[config.mk]
export PLATFORM = sky130hd
export DESIGN_NAME = apb_master_bridge
export DESIGN_NICKNAME = d
export VERILOG_FILES = /design/src/rtl/apb_master_bridge.sv
export SDC_FILE = /design/constraint.sdc
export NUM_CORES = 1
export LEC_CHECK = 0
export CORE_UTILIZATION = 46
export DETAILED_ROUTE_END_ITERATION = 12
export PLACE_DENSITY = 0.9
export SLEW_MARGIN = 20
export SYNTH_ARGS = -nofsm -noshare
export SYNTH_HDL_FRONTEND = slang
export SYNTH_SLANG_ARGS = --single-unit
[constraint.sdc]
create_clock -name pclk -period 3 [get_ports pclk]
set_input_delay 0.6 -clock pclk [delete_from_list [all_inputs] [get_ports pclk]]
set_output_delay 0.6 -clock pclk [all_outputs]
set_load 0.005 [all_outputs]
[src/rtl/apb_master_bridge.sv]
// Command/response to APB master bridge: IDLE -> SETUP -> ACCESS, one outstanding transfer.
// Optional ACCESS-phase watchdog enabled by defining APB_MASTER_TIMEOUT_EN.
module apb_master_bridge #(
    parameter int ADDR_W         = 7,
    parameter int DATA_W         = 32,
    parameter int TIMEOUT_CYCLES = 16
) (
    input  logic              pclk,
    input  logic              presetn,
    input  logic              req_valid,
    output logic              req_ready,
    input  logic              req_write,
    input  logic [ADDR_W-1:0] req_addr,
    input  logic [DATA_W-1:0] req_wdata,
    output logic              rsp_valid,
    input  logic              rsp_ready,
    output logic [DATA_W-1:0] rsp_rdata,
    output logic              rsp_err,
    output logic              psel,
    output logic              penable,
    output logic              pwrite,
    output logic [ADDR_W-1:0] paddr,
    output logic [DATA_W-1:0] pwdata,
    input  logic [DATA_W-1:0] prdata,
    input  logic              pready,
    input  logic              pslverr,
    output logic              timeout
);

    typedef enum logic [1:0] {IDLE, SETUP, ACCESS} state_t;

    state_t            state_reg, state_next;
    logic              accept, xfer_done, xfer_abort, tmo_hit, rd_ok;
    logic              pwrite_reg, rsp_valid_reg, rsp_err_reg, timeout_reg;
    logic [ADDR_W-1:0] paddr_reg;
    logic [DATA_W-1:0] pwdata_reg, rsp_rdata_reg, rsp_rdata_next;

    always_ff @(posedge pclk or negedge presetn) begin
        if (!presetn) state_reg <= IDLE;
        else          state_reg <= state_next;
    end

    always_comb begin
        state_next = state_reg;
        accept     = 1'b0;
        xfer_done  = 1'b0;
        xfer_abort = 1'b0;
        case (state_reg)
            IDLE: begin
                if (req_valid && !rsp_valid_reg) begin
                    accept     = 1'b1;
                    state_next = SETUP;
                end
            end
            SETUP: state_next = ACCESS;
            ACCESS: begin
                if (pready) begin
                    xfer_done  = 1'b1;
                    state_next = IDLE;
                end else if (tmo_hit) begin
                    xfer_abort = 1'b1;
                    state_next = IDLE;
                end
            end
            default: state_next = IDLE;
        endcase
    end

`ifdef APB_MASTER_TIMEOUT_EN
    localparam int CNT_W = (TIMEOUT_CYCLES > 1) ? $clog2(TIMEOUT_CYCLES) : 1;
    logic [CNT_W-1:0] tmo_cnt_reg;

    // Counts stalled ACCESS cycles; hit means this is the last allowed one.
    assign tmo_hit = (tmo_cnt_reg == CNT_W'(TIMEOUT_CYCLES - 1));

    always_ff @(posedge pclk or negedge presetn) begin
        if (!presetn)                          tmo_cnt_reg <= '0;
        else if (state_reg == SETUP)           tmo_cnt_reg <= '0;
        else if (state_reg == ACCESS && !pready && !tmo_hit)
                                               tmo_cnt_reg <= tmo_cnt_reg + 1'b1;
    end
`else
    logic unused_timeout_cfg;
    assign unused_timeout_cfg = (TIMEOUT_CYCLES > 0);
    assign tmo_hit            = 1'b0;
`endif

    // Read data is only forwarded for an error-free read completion.
    assign rd_ok = xfer_done && !pwrite_reg && !pslverr;

    generate
        for (genvar gi = 0; gi < DATA_W; gi++) begin : g_rdata
            assign rsp_rdata_next[gi] = prdata[gi] & rd_ok;
        end
    endgenerate

    always_ff @(posedge pclk or negedge presetn) begin
        if (!presetn) begin
            pwrite_reg    <= 1'b0;
            paddr_reg     <= '0;
            pwdata_reg    <= '0;
            rsp_valid_reg <= 1'b0;
            rsp_err_reg   <= 1'b0;
            rsp_rdata_reg <= '0;
            timeout_reg   <= 1'b0;
        end else begin
            timeout_reg <= xfer_abort;
            if (accept) begin
                pwrite_reg <= req_write;
                paddr_reg  <= req_addr;
                pwdata_reg <= req_write ? req_wdata : '0;
            end
            if (xfer_done || xfer_abort) begin
                rsp_valid_reg <= 1'b1;
                rsp_err_reg   <= xfer_abort | pslverr;
                rsp_rdata_reg <= rsp_rdata_next;
            end else if (rsp_valid_reg && rsp_ready) begin
                rsp_valid_reg <= 1'b0;
                rsp_err_reg   <= 1'b0;
                rsp_rdata_reg <= '0;
            end
        end
    end

    assign req_ready = (state_reg == IDLE) && !rsp_valid_reg;
    assign psel      = (state_reg != IDLE);
    assign penable   = (state_reg == ACCESS);
    assign pwrite    = pwrite_reg;
    assign paddr     = paddr_reg;
    assign pwdata    = pwdata_reg;
    assign rsp_valid = rsp_valid_reg;
    assign rsp_err   = rsp_err_reg;
    assign rsp_rdata = rsp_rdata_reg;
    assign timeout   = timeout_reg;

endmodule

==> flow_metrics.tcl <==
set metrics [dict create \
    status "completed" \
    reg2reg_from "rsp_valid" \
    die_w_um 90.7 \
    dp_hpwl_mm 6.11 \
    tns_ns 0 \
    numCtsBuffers 9 \
    ys_seq_area_share_pct 52.6 \
    grt_max_degree 77 \
    end_kind "output pin" \
    clk_pin_slew_worst_paths_ns 0.08 \
    synthCells 315 \
    crit_required_ns 2.40 \
    grt-ovfl-total 0 \
    finalMaxSlewViolations 0 \
    ys_warn_count 0 \
    antenna_found_initial 0 \
    cp-startpoint "state_reg[1]" \
    syn-num-nets 393 \
    worstSkewPairLatency_ns 0.34 \
    irDropWorstVdd_mv 0.473 \
    clock.fmax_ghz 0.426 \
    dieHeight_um 90.7 \
    cts_hold_buffers 0 \
    setup_viol 0 \
    critPathMaxStageDelay_ns 0.51 \
    clock_skew_ns 0.00665 \
    clkSinkCount 76 \
    worst_slew_pin_slew_ns 0.948 \
    ys_seq_elements 76 \
    post_cts_resized 0 \
    syn_area_um2 3620 \
    grt_first_pass_wirelength_mm 14.9 \
    routedWlPerCell_um 15.9 \
    die-area_um2 8220 \
    postRouteAntennaNets 0 \
    postSynthAreaPerCell_um2 11.5 \
    nets 538 \
    worst_slew_margin_rel_pct 36.8 \
    fin_crit_sh_pct 78.3 \
    drt_wl_total_mm 8.94 \
    cp-start-kind "flop" \
    rows 31 \
    grt_usage_pct 23.1 \
    htreeDepth 3 \
    p_per_area_nw_per_um2 858 \
    ys_types 19 \
    cap_violations 0 \
    start_util_pct 48.8 \
    gp_congestion 0.731 \
    final_layout_size_suffix_gt1_share_pct 12.0 \
    via_per_inst 5.04 \
    rsz0062_at_grt "no" \
    drcViolationCount 0 \
    coreArea_um2 7410 \
    arrival_ns 1.75 \
    final_hold_viol_count 0 \
    drt-initial-drc-count 112 \
    post_cts_buffers 0 \
    hold_class "in2async" \
    cp_cell_sequence "or2_2, nor2_1, clkdlybuf4s50_1" \
    io_buffers 154 \
    p_leak_nw 2.35 \
    worstPathMaxFanout 6 \
    period_needed_ns 2.35 \
    power.total_mw 4.65 \
    drt-pass1-iter-count 4 \
    slowest_stage "clkdlybuf4s50_1" \
    syn2layout_area_growth_pct 49.7 \
    fill_cells 520 \
    cts.path.max_buffers 2 \
    antenna_cells 0 \
    ios 156 \
    critPathKind "reg2out" \
    vias 2840 \
    cts_tree "built" \
    ctsRootBufferMaster "clkbuf_8" \
    grt_pass1_vias 3002 \
]
[layout by cell type (no fill, tap or decap), types with 7 or more instances in the layout]
cell	n
inv_1	33
mux2_2	33
buf_4	7
nor3b_1	32
clkdlybuf4s50_1	153
nand2_1	32
a21boi_0	33
clkbuf_8	11
mux2i_1	33
mux2_1	8
dfrtp_1	76
[kinds of logic (layout without fill, tap and decap cells)]
group | Yosys count | after routing | share of synthesized area, %
buffers and inverters | 60 | 210 | 6.88
AO/OA/AOI/OAI | 34 | 34 | 6.99
flip-flops | 76 | 76 | 52.6
other | 1 | 1 | 0.104
AND/OR/NAND/NOR | 70 | 70 | 11.6
multiplexers | 74 | 74 | 21.9
[cells in the mapped netlist]
library cell,instances,share of area [%]
dfrtp_1,76,53
a21boi_0,33,6.8
inv_1,33,3.4
mux2_2,33,10
mux2i_1,33,9.1
nand2_1,32,3.3
nor3b_1,32,6.6
clkbuf_1,18,1.9
mux2_1,8,2.5
buf_4,5,1.0
buf_2,4,0.55
conb_1,1,0.10
nand2b_1,1,0.17
nand3b_2,1,0.31
nor2_1,1,0.10
nor2b_1,1,0.17
nor4b_4,1,0.66
o21ai_0,1,0.14
or2_2,1,0.17
[layer usage]
metal | part of all wire (%) | track usage, % | vias to the layer above
met3 | 8.8 | 8.00 | 13
li1 | - | - | 1329
met4 | 1.3 | 7.26 | 0
met5 | 0 | 0 | -
met1 | 42 | 29.6 | 1372
met2 | 48 | 36.7 | 126
[power by group]
| group | internal, mW | total [mW] | switching [mW] |
|---|---|---|---|
| Combinational | 1.35 | 2.14 | 0.787 |
| Clock | 0.432 | 0.779 | 0.347 |
| Sequential | 1.46 | 1.73 | 0.270 |
[worst max-delay path, delay by kind of cell (launching register included)]
kind | cells | cell delay (ns)
and+or+nand+nor | 2 | 0.43
DFF | 1 | 0.47
buffers and inverters | 1 | 0.51
[through the flow]
step / hold WS [ns] / area [µm²] / worst slack, ns / cells / utilization [%]
4_1_cts: 0.431 / 5420 / 0.632 / 564 / 73.1
5_1_grt: 0.488 / 5420 / 0.563 / 564 / 73.1
3_5_place_dp: 0.480 / 5220 / 0.890 / 548 / 70.5
6_report: 0.398 / 5420 / 0.651 / 564 / 73.1
3_3_place_gp: 0.469 / 5220 / 0.911 / 548 / 70.5
2_1_floorplan: 0.304 / 3620 / 1.46 / 315 / -
[final cells by class]
| cell class | instances | area, µm² | share of cell area (%) |
|---|---|---|---|
| clock buffer | 15 | 166 | 3.07 |
| clock inverter | 1 | 30.0 | 0.554 |
| inverter | 33 | 124 | 2.29 |
| multi-input combinational | 179 | 1470 | 27.1 |
| sequential | 76 | 1900 | 35.1 |
| tap | 99 | 124 | 2.29 |
| timing repair buffer | 161 | 1600 | 29.6 |
[path summary, 6_finish.rpt]
path | to | slack, ns | cells after the start
setup / recovery | req_ready | 0.65 | 3
hold / removal | rsp_rdata[13] | 0.40 | 1
setup reg to reg | paddr[4] | 1.37 | 3
hold reg to reg | paddr[6] | 0.50 | 1
max in group asynchronous | pwdata[10] | 1.98 | 1
min in group pclk | paddr[6] | 0.50 | 1
No activity file was read; power rests on OpenSTA's default activity.
